--- src/rtl/uart_rx.sv ---
// ---------------------------------------------------------------------------
// uart_rx -- 8N1 serial receiver with centre sampling and a held output byte
//
// Receives 1 start bit, 8 data bits (LSB first) and 1 stop bit on an idle-high
// asynchronous line. Each good byte is loaded into a held output register and
// flagged with a ready level that the consumer clears with a read strobe.
//
// Parameters:
//   CLK_PER_BIT  clock cycles per bit, legal range 8..65535 (default 434)
//
// Ports:
//   clk         single clock, all flops on the rising edge
//   rst         synchronous active-high reset
//   rx          asynchronous serial input, idle high
//   rd          read strobe, clears data_ready and overrun
//   data_out    last good byte received, held until the next good byte
//   data_ready  high while an unread byte sits in data_out
//   overrun     sticky: a good byte completed while an unread byte was pending
//   frame_err   one-cycle pulse when the stop bit is sampled low
//   busy        high while a frame is being received (START/DATA/STOP)
//
// Optional feature (macro UART_RX_MAJORITY_EN):
//   When defined, every bit decision is the 2-of-3 majority of the
//   synchronised line over the decision edge and the two edges before it,
//   which rejects a single-cycle glitch at sample time. Latency is unchanged.
// ---------------------------------------------------------------------------
module uart_rx #(
  parameter int unsigned CLK_PER_BIT = 434
) (
  input  logic       clk,
  input  logic       rst,
  input  logic       rx,
  input  logic       rd,
  output logic [7:0] data_out,
  output logic       data_ready,
  output logic       overrun,
  output logic       frame_err,
  output logic       busy
);

  localparam logic [15:0] MID  = 16'((CLK_PER_BIT - 1) / 2);
  localparam logic [15:0] LAST = 16'(CLK_PER_BIT - 1);

  localparam logic [2:0] ST_BREAK = 3'd0;
  localparam logic [2:0] ST_IDLE  = 3'd1;
  localparam logic [2:0] ST_START = 3'd2;
  localparam logic [2:0] ST_DATA  = 3'd3;
  localparam logic [2:0] ST_STOP  = 3'd4;

  logic        rxMeta_q;
  logic        rxSync_q;
  logic [1:0]  syncPrimed_q;
  logic [2:0]  state_q,     state_d;
  logic [15:0] clkCount_q,  clkCount_d;
  logic [2:0]  bitIndex_q,  bitIndex_d;
  logic [7:0]  shift_q,     shift_d;
  logic [7:0]  dataOut_q,   dataOut_d;
  logic        dataReady_q, dataReady_d;
  logic        overrun_q,   overrun_d;
  logic        frameErr_q,  frameErr_d;
  logic        byteDone;
  logic        decision;

  // Two-flop synchroniser. Both stages reset high so the line looks idle.
  // syncPrimed_q fills with ones over the two cycles after reset; until then
  // rxSync_q still carries its reset value rather than the real line, and
  // BREAK must not treat that as the line having returned high.
  always_ff @(posedge clk) begin
    if (rst) begin
      rxMeta_q     <= 1'b1;
      rxSync_q     <= 1'b1;
      syncPrimed_q <= 2'b00;
    end else begin
      rxMeta_q     <= rx;
      rxSync_q     <= rxMeta_q;
      syncPrimed_q <= {syncPrimed_q[0], 1'b1};
    end
  end

`ifdef UART_RX_MAJORITY_EN
  // History of the two previous synchronised samples for the majority vote.
  logic [1:0] rxHist_q;

  always_ff @(posedge clk) begin
    if (rst) begin
      rxHist_q <= 2'b11;
    end else begin
      rxHist_q <= {rxHist_q[0], rxSync_q};
    end
  end

  assign decision = (rxSync_q & rxHist_q[0]) |
                    (rxSync_q & rxHist_q[1]) |
                    (rxHist_q[0] & rxHist_q[1]);
`else
  assign decision = rxSync_q;
`endif

  // Receive FSM plus the output handshake. A completed good byte always
  // overwrites data_out; a simultaneous read lets the new byte win without
  // raising overrun.
  always_comb begin
    state_d     = state_q;
    clkCount_d  = clkCount_q;
    bitIndex_d  = bitIndex_q;
    shift_d     = shift_q;
    dataOut_d   = dataOut_q;
    dataReady_d = dataReady_q;
    overrun_d   = overrun_q;
    frameErr_d  = 1'b0;
    byteDone    = 1'b0;

    case (state_q)
      ST_BREAK: begin
        if (syncPrimed_q[1] && rxSync_q) begin
          state_d = ST_IDLE;
        end
      end
      ST_IDLE: begin
        if (!rxSync_q) begin
          clkCount_d = 16'd0;
          state_d    = ST_START;
        end
      end
      ST_START: begin
        if (clkCount_q == MID) begin
          if (decision) begin
            state_d = ST_IDLE;
          end else begin
            clkCount_d = 16'd0;
            bitIndex_d = 3'd0;
            state_d    = ST_DATA;
          end
        end else begin
          clkCount_d = clkCount_q + 16'd1;
        end
      end
      ST_DATA: begin
        if (clkCount_q == LAST) begin
          shift_d    = {decision, shift_q[7:1]};
          clkCount_d = 16'd0;
          bitIndex_d = bitIndex_q + 3'd1;
          if (bitIndex_q == 3'd7) begin
            state_d = ST_STOP;
          end
        end else begin
          clkCount_d = clkCount_q + 16'd1;
        end
      end
      ST_STOP: begin
        if (clkCount_q == LAST) begin
          if (decision) begin
            byteDone = 1'b1;
            state_d  = ST_IDLE;
          end else begin
            frameErr_d = 1'b1;
            state_d    = ST_BREAK;
          end
        end else begin
          clkCount_d = clkCount_q + 16'd1;
        end
      end
      default: begin
        state_d = ST_BREAK;
      end
    endcase

    if (byteDone) begin
      dataOut_d   = shift_q;
      dataReady_d = 1'b1;
      if (rd) begin
        overrun_d = 1'b0;
      end else if (dataReady_q) begin
        overrun_d = 1'b1;
      end
    end else if (rd && dataReady_q) begin
      dataReady_d = 1'b0;
      overrun_d   = 1'b0;
    end
  end

  // State and output registers.
  always_ff @(posedge clk) begin
    if (rst) begin
      state_q     <= ST_BREAK;
      clkCount_q  <= 16'd0;
      bitIndex_q  <= 3'd0;
      shift_q     <= 8'h00;
      dataOut_q   <= 8'h00;
      dataReady_q <= 1'b0;
      overrun_q   <= 1'b0;
      frameErr_q  <= 1'b0;
    end else begin
      state_q     <= state_d;
      clkCount_q  <= clkCount_d;
      bitIndex_q  <= bitIndex_d;
      shift_q     <= shift_d;
      dataOut_q   <= dataOut_d;
      dataReady_q <= dataReady_d;
      overrun_q   <= overrun_d;
      frameErr_q  <= frameErr_d;
    end
  end

  assign data_out   = dataOut_q;
  assign data_ready = dataReady_q;
  assign overrun    = overrun_q;
  assign frame_err  = frameErr_q;
  assign busy       = (state_q == ST_START) || (state_q == ST_DATA) ||
                      (state_q == ST_STOP);

endmodule
--- config.mk ---
export PLATFORM = sky130hd
export DESIGN_NAME = uart_rx
export DESIGN_NICKNAME = d
export VERILOG_FILES = /design/src/rtl/uart_rx.sv
export SDC_FILE = /design/constraint.sdc
export NUM_CORES = 1
export LEC_CHECK = 0
export ABC_CLOCK_PERIOD_IN_PS = 2550
export CORE_MARGIN = 1
export CORE_UTILIZATION = 58
export CTS_CLUSTER_SIZE = 25
export DETAILED_ROUTE_END_ITERATION = 12
export PLACE_DENSITY = 0.79
export SLEW_MARGIN = 10
export SYNTH_ARGS = -nofsm -noshare
export SYNTH_HDL_FRONTEND = slang
export SYNTH_SLANG_ARGS = --single-unit
--- constraint.sdc ---
create_clock -name clk -period 2.55 [get_ports clk]
set_input_delay 0.51 -clock clk [delete_from_list [all_inputs] [get_ports clk]]
set_output_delay 0.51 -clock clk [all_outputs]
set_load 0.03 [all_outputs]
==> results of run 1 <==
## per-layer routing
metal | wire length (um) | vias up | GRT usage
li1 | - | 979 | -
met1 | 2204 | 876 | 0.3218
met2 | 2018 | 50 | 0.3816
met3 | 219 | 7 | 0.07065
met4 | 73 | 0 | 0.1023
met5 | 0 | - | 0
## path summary, 6_finish.rpt
kind | cells past startpoint | to | startpoint
setup / recovery | 3 | busy | state_q[1]
hold reg to reg | 1 | decision | rxMeta_q
hold / removal | 1 | decision | rxMeta_q
setup reg to reg | 8 | clkCount_q[12] | clkCount_q[1]
## cell usage after synthesis, types with 2 or more instances
cell and n:
sky130_fd_sc_hd__o211ai_2 8, sky130_fd_sc_hd__o32ai_1 2, sky130_fd_sc_hd__nand4b_1 2, sky130_fd_sc_hd__inv_1 17, sky130_fd_sc_hd__nand2_1 27, sky130_fd_sc_hd__or4_4 3
sky130_fd_sc_hd__nand3b_1 3, sky130_fd_sc_hd__a211oi_1 3, sky130_fd_sc_hd__a41oi_1 2, sky130_fd_sc_hd__or3_1 9, sky130_fd_sc_hd__ha_1 5, sky130_fd_sc_hd__a21oi_1 16
sky130_fd_sc_hd__and3_1 3, sky130_fd_sc_hd__nand3_1 21, sky130_fd_sc_hd__nor2_1 18, sky130_fd_sc_hd__o21ai_0 11, sky130_fd_sc_hd__or2_2 2, sky130_fd_sc_hd__buf_2 3
sky130_fd_sc_hd__nand4_1 5, sky130_fd_sc_hd__a31oi_1 2, sky130_fd_sc_hd__dfxtp_1 45, sky130_fd_sc_hd__o21ai_1 3, sky130_fd_sc_hd__nor2b_1 3, sky130_fd_sc_hd__clkbuf_1 7
sky130_fd_sc_hd__nor3_1 5, sky130_fd_sc_hd__or4bb_1 2, sky130_fd_sc_hd__nand2b_1 5, sky130_fd_sc_hd__mux2i_1 8
## critical path, stage by stage, from the launching register on
cell and delay [ns]:
sky130_fd_sc_hd__dfxtp_1 0.47, sky130_fd_sc_hd__nand2b_1 0.23, sky130_fd_sc_hd__nand2_1 0.19, sky130_fd_sc_hd__clkdlybuf4s50_1 0.69
## power by group through the flow
stage / clock network [mW] / logic (mW) / registers [mW]
floorplan: 0 / 0.0421 / 0.728
global placement: 0 / 0.0598 / 0.731
detailed placement: 0 / 0.0599 / 0.731
CTS: 0.454 / 0.0603 / 0.714
global route: 0.493 / 0.0673 / 0.716
finish: 0.446 / 0.0608 / 0.714
## area by class of cell
type,instances,share of cell area
clock buffer,5,0.02720
clock inverter,3,0.008902
inverter,18,0.02671
multi-input combinational,186,0.4683
sequential,45,0.3561
tap,48,0.02374
timing repair buffer,25,0.08902
## through the flow
step                      power, mW  instance area, um2    util  hold slack, ns  setup WS (ns)
after floorplan              0.7705                2198       -          0.3895         0.3388
after global placement       0.7905                2431  0.6640          0.3934         0.1860
after detailed placement     0.7908                2431  0.6640          0.4097         0.1336
after CTS                     1.229                2522  0.6890          0.4332         0.1175
after global routing          1.276                2530  0.6910          0.4568        0.01621
final                         1.221                2530  0.6910          0.4327         0.1609
## sequential cells by signal, summed over array words and instances (netlist names)
| register | flops |
|---|---|
| clkCount_q | 16 |
| frame_err | 1 |
| data_out | 8 |
| state_q | 3 |
| shift_q | 8 |
| syncPrimed_q | 2 |
| decision | 1 |
| rxMeta_q | 1 |
| bitIndex_q | 3 |
| data_ready | 1 |
| overrun | 1 |
## what timing repair did
item,4_1_cts,5_1_grt
endpoints found under the setup margin,0,13
hold endpoints to repair,0,0
gates resized for setup,0,1
## logic make-up after synthesis
| kind of cell | share of synthesized area |
|---|---|
| compound gates | 0.1799 |
| mux | 0.03643 |
| flops | 0.4098 |
| xor+xnor | 0.003985 |
| fa+ha+maj | 0.02846 |
| buf+inv | 0.05464 |
| simple gates | 0.2869 |
==> reports/results.tsv, run 1 <==
stage	metric	value	unit
outcome	run_status	completed	
sta	achievable-frequency	0.4186	GHz
finish	layout.nets	290	
floorplan	die_width	63.57	um
drt	via_per_inst	5.794	
run	cap_viol_max_count	0	
global_route	grt_first_pass_wirelength	7748	um
finish	drive_gt1_frac	0.1241	
finish	antenna-diode-count	0	
sta	fin_crit	2.389	ns
place	place.detailed.instances	322	
yosys	ys_seq_area_frac	0.4098	
cts	postCtsHoldBufs	0	
worst_setup_path	worst_setup_path_end_kind	output pin	
worst_setup_path	critical_path_class	flop to output pin	
power_and_ir_drop	p_sw_frac	0.2425	
drt	route.vias.total	1912	
worst_setup_path	cp_max_fo	8	
cts	clock_latency	0.30	ns
cts	tritoncts_clock_tree	done	
global_route	gr-total-overflow	0	
global_route	grt_start_max_net_pins	26	
hold_path	hold_class	flop to flop	
worst_setup_path	required_time_of_the_critical_path	2.04	ns
global_route	antenna_found_initial	0	
finish	final_cell_count_no_fill	330	
sta	clock-skew-final	0.008261	ns
yosys	synth.area.top_cells	sky130_fd_sc_hd__dfxtp_1 41%, sky130_fd_sc_hd__nand3_1 4.8%, sky130_fd_sc_hd__nand2_1 4.6%	
sta	timing.slew.headroom	0.5875	
global_route	first_global_vias	1756	
floorplan	ios	16	
yosys	synth_top_area_cell	sky130_fd_sc_hd__dfxtp_1	
place	place.port_buffers	15	
drt	firstDrtPassIters	5	
cts	tritoncts.num_buffers	5	
cts	clockBufferDepth	2	
drt	residual_antenna_violating_net_count_after_detailed_routing	0	
floorplan	die-area	4041	um2
sta	final_hold_viol_count	0	
floorplan	floorplan.core_area	3661	um2
power_and_ir_drop	clock_power_share	0.365	
finish	multiInputGateArea	1185	um2
drt	avgRoutedWirePerCell	13.68	um
yosys	synthCells	260	
power_and_ir_drop	seq_power_share	0.585	
yosys	mappedNetlistArea	2198	um2
power_and_ir_drop	p_leak	0.9219	nW
cts	tritoncts_num_sinks	45	
worst_setup_path	critPathArrivalTime	1.88	ns
yosys	yosys_register_bits	45	
sta	worst_pin_slew	0.6168	ns
finish	final.fill_count	315	
yosys	synth_top_cell_area_share	0.4098	
yosys	synth_edf_count	0	
power_and_ir_drop	irDropWorstVdd	0.4329	mV
sta	rsz0062_at_grt	no	
yosys	postSynthAreaPerCell	8.455	um2
cts	clock_slew_seen_by_the_registers_of_the_worst_setup_and_hold_paths	0.09	ns
global_route	grtUsageTotal	0.2478	
place	gp_routability_congestion	0.8966	
sta	setup_violations	0	
power_and_ir_drop	pwr-share-comb	0.050	
finish	combined_flip_flop_and_latch_cell_area	900.9	um2
floorplan	placement_rows	22	
finish	most-common-layout-cells	45 x sky130_fd_sc_hd__dfxtp_1, 27 x sky130_fd_sc_hd__nand2_1, 21 x sky130_fd_sc_hd__nand3_1, 18 x sky130_fd_sc_hd__nor2_1, 17 x sky130_fd_sc_hd__inv_1	
cts	cts_setup_buffers	0	
sta	final.period_utilization	0.9369	
cts	number_of_levels_in_the_clock_h_tree	2	
drt	first_iter_violations	157	
sta	final.setup.tns	0	ns
power_and_ir_drop	power.density_cell_area	482.7	nW/um2
cts	cts_root_buf	sky130_fd_sc_hd__clkbuf_8	
finish	area.growth.synth_to_final	15.08	%
finish	layout.cells.most_common	sky130_fd_sc_hd__dfxtp_1	
sta	maxSlewViolCount	0	
worst_setup_path	setup.worst_path.start_class	flop	
place	post-dp-hpwl	3250	um
worst_setup_path	setup.reg_to_reg.worst_slack	0.24	ns
yosys	synth-warning-count	0	
power_and_ir_drop	p_int	925.0	uW
yosys	synth_fp_nets	269	
drt	route.final.wire_length	4516	um
drt	remaining_drc_errors	0	
power_and_ir_drop	power.switching	296.1	uW
floorplan	initial_core_utilization	0.6005	
yosys	share_of_flip_flops_with_an_asynchronous_set_or_reset	0	
yosys	post_synth_num_cell_types	48	
floorplan	dieHeight	63.57	um
yosys	synth_flop_cell	sky130_fd_sc_hd__dfxtp_1	
Note: power is estimated with default switching activity, not from simulation.
==> run 2: changes to the inputs <==
--- a/config.mk
+++ b/config.mk
@@ -7,10 +7,10 @@
 export LEC_CHECK = 0
 export ABC_CLOCK_PERIOD_IN_PS = 2550
 export CORE_MARGIN = 1
-export CORE_UTILIZATION = 58
+export CORE_UTILIZATION = 35
 export CTS_CLUSTER_SIZE = 25
 export DETAILED_ROUTE_END_ITERATION = 12
-export PLACE_DENSITY = 0.79
+export PLACE_DENSITY = 0.52
 export SLEW_MARGIN = 10
 export SYNTH_ARGS = -nofsm -noshare
 export SYNTH_HDL_FRONTEND = slang
==> reports/results.tsv, run 2 (same netlist as run 1, synthesis figures left out) <==
stage	metric	value	unit
outcome	run_status	completed	
cts	post_cts.resized_instances	0	
floorplan	placement_rows	28	
global_route	grt_first_pass_wirelength	8024	um
sta	rsz0062_at_grt	no	
finish	post-route-cell-area	2577	um2
sta	maxSlewViolCount	0	
power_and_ir_drop	irDropWorstVdd	0.2672	mV
finish	antenna-diode-count	0	
worst_setup_path	crit-reg2reg-launch	clkCount_q[1]	
drt	residual_antenna_violating_net_count_after_detailed_routing	0	
floorplan	die_width	81.25	um
worst_setup_path	r2r_end	overrun	
worst_setup_path	setup.worst_path.start_class	flop	
floorplan	die-area	6602	um2
floorplan	ios	16	
worst_setup_path	cp_max_fo	8	
cts	tritoncts_clock_tree	done	
hold_path	hold_path_startpoint	rxMeta_q	
cts	number_of_levels_in_the_clock_h_tree	2	
cts	cts_root_buf	sky130_fd_sc_hd__clkbuf_8	
floorplan	dieHeight	81.25	um
finish	largest_register	clkCount_q	
cts	tritoncts_num_sinks	45	
worst_setup_path	worstSetupStartpoint	state_q[1]	
drt	via_per_inst	5.225	
worst_setup_path	reg2regPathDepth	9	
drt	firstDrtPassIters	4	
drt	first_iter_violations	107	
place	post-dp-hpwl	3345	um
drt	avgRoutedWirePerCell	13.21	um
hold_path	hold_class	flop to flop	
place	post_dp_cell_area	2487	um2
drt	route.final.wire_length	4757	um
power_and_ir_drop	power.density_cell_area	478.8	nW/um2
finish	most-common-layout-cells	45 x sky130_fd_sc_hd__dfxtp_1, 27 x sky130_fd_sc_hd__nand2_1, 21 x sky130_fd_sc_hd__nand3_1, 18 x sky130_fd_sc_hd__nor2_1, 17 x sky130_fd_sc_hd__inv_1	
sta	fin_crit	2.399	ns
sta	final.setup.tns	0	ns
place	gp_routability_congestion	0.7584	
finish	drive_gt1_frac	0.1333	
worst_setup_path	required_time_of_the_critical_path	2.04	ns
cts	tritoncts.num_buffers	5	
place	place.port_buffers	15	
cts	clock_slew_seen_by_the_registers_of_the_worst_setup_and_hold_paths	0.09	ns
power_and_ir_drop	p_leak	0.9332	nW
worst_setup_path	critPathArrivalTime	1.89	ns
global_route	grt_start_max_net_pins	26	
global_route	antenna_found_initial	0	
worst_setup_path	setup.worst_path.end	busy	
global_route	grtUsageTotal	0.1604	
finish	largest_register_ff_count	16	
finish	layout.cells.most_common	sky130_fd_sc_hd__dfxtp_1	
worst_setup_path	worst_setup_path_end_kind	output pin	
finish	layout.nets	293	
finish	area.growth.synth_to_final	17.25	%
sta	setup_violations	0	
cts	cts_setup_buffers	0	
drt	route.vias.total	1881	
sta	achievable-frequency	0.4168	GHz
cts	clock_latency	0.30	ns
drt	remaining_drc_errors	0	
finish	combined_flip_flop_and_latch_cell_area	900.9	um2
global_route	first_global_vias	1635	
sta	final.period_utilization	0.9409	
sta	clock-skew-final	0.002095	ns
worst_setup_path	setup.reg_to_reg.worst_slack	0.28	ns
cts	clockBufferDepth	2	
floorplan	floorplan.core_area	5991	um2
power_and_ir_drop	total_power	1.234	mW
worst_setup_path	critical_path_class	flop to output pin	
finish	multiInputGateArea	1177	um2
sta	timing.slew.headroom	0.5927	
finish	final.fill_count	605	
cts	postCtsHoldBufs	0	
global_route	gr-total-overflow	0	
sta	final_hold_viol_count	0	
run	cap_viol_max_count	0	
floorplan	initial_core_utilization	0.3670	
sta	worst_pin_slew	0.6109	ns
-- run 2: cell count changes in the layout (fill, tap and decap cells not counted), sizes merged --
cell      previous run  this run
buf                 10        13
clkinvlp             0         1
clkinv               4         2
inv                 17        18
-- run 2: cell type report --
| class | instances | share of cell area |
|---|---|---|
| Clock buffer | 5 | 0.02670 |
| Clock inverter | 3 | 0.008252 |
| Inverter | 18 | 0.02621 |
| Multi-Input combinational cell | 186 | 0.4568 |
| Sequential cell | 45 | 0.3495 |
| Tap cell | 75 | 0.03641 |
| Timing Repair Buffer | 28 | 0.09612 |
-- run 2: per-layer routing --
metal / track usage / part of all wire / vias up
li1: - / - / 977
met1: 0.2147 / 0.50 / 868
met5: 0 / 0 / -
met4: 0.05357 / 0.012 / 0
met3: 0.03483 / 0.033 / 6
met2: 0.2538 / 0.45 / 30
-- run 2: per-stage QoR --
step / hold WS, ns / cells / setup slack, ns / utilization
2_1_floorplan: 0.3895 / 260 / 0.3388 / -
3_3_place_gp: 0.4119 / 352 / 0.2915 / 0.4152
3_5_place_dp: 0.4063 / 352 / 0.2759 / 0.4152
4_1_cts: 0.4361 / 360 / 0.1309 / 0.4302
5_1_grt: 0.4449 / 360 / 0.03666 / 0.4302
6_report: 0.4341 / 360 / 0.1507 / 0.4302
-- run 2: worst min path at each step --
stage,endpoint,slack [ns],cells after the start
after floorplan,decision,0.39,1
after global placement,decision,0.41,1
after detailed placement,decision,0.41,1
after CTS,decision,0.44,1
after global routing,decision,0.44,1
final,decision,0.43,1
-- run 2: power by group --
group	switching [mW]	total, mW	leakage (nW)	internal [mW]
logic	0.0410	0.0670	0.525	0.0261
registers	0.00599	0.714	0.364	0.708
clock network	0.258	0.453	0.0445	0.195
-- run 2: worst max-delay path, stage by stage, from the launching register on --
cell and delay, ns:
sky130_fd_sc_hd__dfxtp_1 0.46, sky130_fd_sc_hd__nand2b_1 0.24, sky130_fd_sc_hd__nand2_1 0.19, sky130_fd_sc_hd__clkdlybuf4s50_1 0.70
==> run 3: changes to the inputs <==
--- a/config.mk
+++ b/config.mk
@@ -7,10 +7,11 @@
 export LEC_CHECK = 0
 export ABC_CLOCK_PERIOD_IN_PS = 2550
 export CORE_MARGIN = 1
-export CORE_UTILIZATION = 35
+export CORE_UTILIZATION = 50
 export CTS_CLUSTER_SIZE = 25
 export DETAILED_ROUTE_END_ITERATION = 12
-export PLACE_DENSITY = 0.52
+export PLACE_DENSITY = 0.7
+export SKIP_LAST_GASP = 1
 export SLEW_MARGIN = 10
 export SYNTH_ARGS = -nofsm -noshare
 export SYNTH_HDL_FRONTEND = slang
==> reports/results.tsv, run 3 (same netlist as run 1, synthesis figures left out) <==
stage	metric	value	unit
outcome	run_status	completed	
drt	remaining_drc_errors	0	
floorplan	die-area	4666	um2
worst_setup_path	setup.worst_path.start_class	flop	
worst_setup_path	r2r_end	clkCount_q[11]	
finish	post_layout_utilization_of_the_core	0.6196	
worst_setup_path	worst_setup_path_end_kind	flop	
place	post-dp-hpwl	3285	um
worst_setup_path	reg2regPathDepth	9	
drt	first_iter_violations	107	
run	cap_viol_max_count	0	
finish	largest_register	clkCount_q	
cts	tritoncts.num_buffers	5	
global_route	grtUsageTotal	0.2228	
power_and_ir_drop	power.density_cell_area	485.3	nW/um2
worst_setup_path	critical_path_buf_inv_count	3	
global_route	antenna_found_initial	0	
worst_setup_path	critical_path_class	flop to flop	
sta	clock-skew-final	0.008785	ns
cts	clock_slew_seen_by_the_registers_of_the_worst_setup_and_hold_paths	0.09	ns
sta	final.period_utilization	0.9064	
place	gp_routability_congestion	0.9059	
floorplan	floorplan.core_area	4115	um2
floorplan	ios	16	
sta	setup_violations	0	
worst_setup_path	required_time_of_the_critical_path	2.78	ns
worst_setup_path	cell_type_group_with_the_largest_total_delay_on_the_critical_path	simple AND/OR/NAND/NOR gates	
hold_path	hold_class	flop to flop	
worst_setup_path	cp_max_fo	12	
finish	antenna-diode-count	0	
sta	maxSlewViolCount	0	
sta	worst_pin_slew	0.4538	ns
worst_setup_path	crit-reg2reg-launch	clkCount_q[1]	
finish	layout.nets	293	
cts	tritoncts_clock_tree	done	
finish	most-common-layout-cells	45 x sky130_fd_sc_hd__dfxtp_1, 27 x sky130_fd_sc_hd__nand2_1, 21 x sky130_fd_sc_hd__nand3_1, 18 x sky130_fd_sc_hd__nor2_1, 17 x sky130_fd_sc_hd__inv_1	
power_and_ir_drop	seq_power_share	0.577	
place	post_dp_cell_area	2456	um2
drt	avgRoutedWirePerCell	13.59	um
hold_path	hold_end	decision	
sta	rsz0062_at_grt	no	
power_and_ir_drop	clock_power_share	0.368	
drt	firstDrtPassIters	6	
finish	layout.cells.most_common	sky130_fd_sc_hd__dfxtp_1	
global_route	grt_first_pass_wirelength	7845	um
cts	cts_setup_buffers	0	
finish	drive_gt1_frac	0.1333	
finish	post-route-cell-area	2550	um2
finish	area.growth.synth_to_final	15.99	%
drt	via_per_inst	5.684	
cts	cts_root_buf	sky130_fd_sc_hd__clkbuf_8	
global_route	gr-total-overflow	0	
sta	achievable-frequency	0.4326	GHz
sta	timing.slew.headroom	0.6963	
drt	route.vias.total	1904	
drt	route.final.wire_length	4553	um
worst_setup_path	setup.reg_to_reg.worst_slack	0.24	ns
floorplan	die_width	68.31	um
place	place.port_buffers	15	
drt	residual_antenna_violating_net_count_after_detailed_routing	0	
power_and_ir_drop	pwr-share-comb	0.055	
cts	clock_latency	0.30	ns
cts	number_of_levels_in_the_clock_h_tree	2	
sta	final.setup.tns	0	ns
hold_path	timing.hold.worst_path_depth	1	
cts	clockBufferDepth	2	
floorplan	initial_core_utilization	0.5342	
finish	largest_register_ff_count	16	
sta	fin_crit	2.311	ns
power_and_ir_drop	p_leak	0.9315	nW
worst_setup_path	critical_path.slowest_cell	sky130_fd_sc_hd__or3b_2	
worst_setup_path	slowest_delay	0.47	ns
cts	post_cts.resized_instances	0	
sta	final_hold_viol_count	0	
global_route	grt_start_max_net_pins	26	
global_route	first_global_vias	1743	
worst_setup_path	critPathArrivalTime	2.54	ns
power_and_ir_drop	p_sw_frac	0.2457	
cts	tritoncts_num_sinks	45	
power_and_ir_drop	p_int	933.4	uW
power_and_ir_drop	total_power	1.237	mW
floorplan	dieHeight	68.31	um
cts	postCtsHoldBufs	0	
hold_path	hold_path_startpoint	rxMeta_q	
worst_setup_path	crit_path_frequent_cell	sky130_fd_sc_hd__buf_4	
worst_setup_path	critical_path.cell_chain	inv_1 > ha_1 > or3b_2 > nor4_2 > buf_4 > nand2b_1 > nand3_2 > buf_4 > o211ai_2	
floorplan	placement_rows	23	
power_and_ir_drop	irDropWorstVdd	0.3496	mV
power_and_ir_drop	power.switching	304.1	uW
-- run 3: worst reg2reg max path, cell delays in order (launching register included) --
cell	delay (ns)
sky130_fd_sc_hd__dfxtp_1	0.35
sky130_fd_sc_hd__inv_1	0.11
sky130_fd_sc_hd__ha_1	0.16
sky130_fd_sc_hd__or3b_2	0.47
sky130_fd_sc_hd__nor4_2	0.27
sky130_fd_sc_hd__buf_4	0.22
sky130_fd_sc_hd__nand2b_1	0.18
sky130_fd_sc_hd__nand3_2	0.16
sky130_fd_sc_hd__buf_4	0.21
sky130_fd_sc_hd__o211ai_2	0.13
-- run 3: worst max-delay path by stage --
| stage | end | cells past startpoint | from | slack, ns |
|---|---|---|---|---|
| after floorplan | clkCount_q[12] | 8 | clkCount_q[0] | 0.34 |
| after global placement | clkCount_q[10] | 6 | clkCount_q[9] | 0.33 |
| after detailed placement | clkCount_q[14] | 9 | clkCount_q[1] | 0.27 |
| after CTS | clkCount_q[14] | 9 | clkCount_q[1] | 0.24 |
| after global routing | clkCount_q[5] | 9 | clkCount_q[1] | 0.06 |
| final | clkCount_q[11] | 9 | clkCount_q[1] | 0.24 |
-- run 3: final cells by class --
cell class | count | area, um2
timing repair buffer | 28 | 247.7
multi-input combinational | 186 | 1177
clock buffer | 5 | 68.82
clock inverter | 3 | 25.02
inverter | 18 | 67.56
tap | 50 | 62.56
sequential | 45 | 900.9
fill | 356 | 1565
-- run 3: routing by layer --
metal  GRT usage  up-vias  share of wire
met4     0.05729        0          0.012
met2      0.3321       40           0.42
met1      0.3148      876           0.52
met5           0        -              0
met3     0.05833        7          0.043
li1            -      981              -
-- run 3: stage by stage --
step | instances | hold WS [ns] | setup slack (ns)
finish | 335 | 0.4129 | 0.2386
floorplan | 260 | 0.3895 | 0.3388
CTS | 335 | 0.4143 | 0.2430
global placement | 327 | 0.3964 | 0.3271
detailed placement | 327 | 0.3928 | 0.2686
global route | 335 | 0.4268 | 0.05502
-- run 3: power groups by stage --
| stage | clock network (mW) | logic, mW | registers (mW) |
|---|---|---|---|
| floorplan | 0 | 0.0421 | 0.728 |
| global placement | 0 | 0.0673 | 0.730 |
| detailed placement | 0 | 0.0672 | 0.730 |
| CTS | 0.468 | 0.0672 | 0.714 |
| global route | 0.498 | 0.0742 | 0.715 |
| finish | 0.456 | 0.0678 | 0.714 |
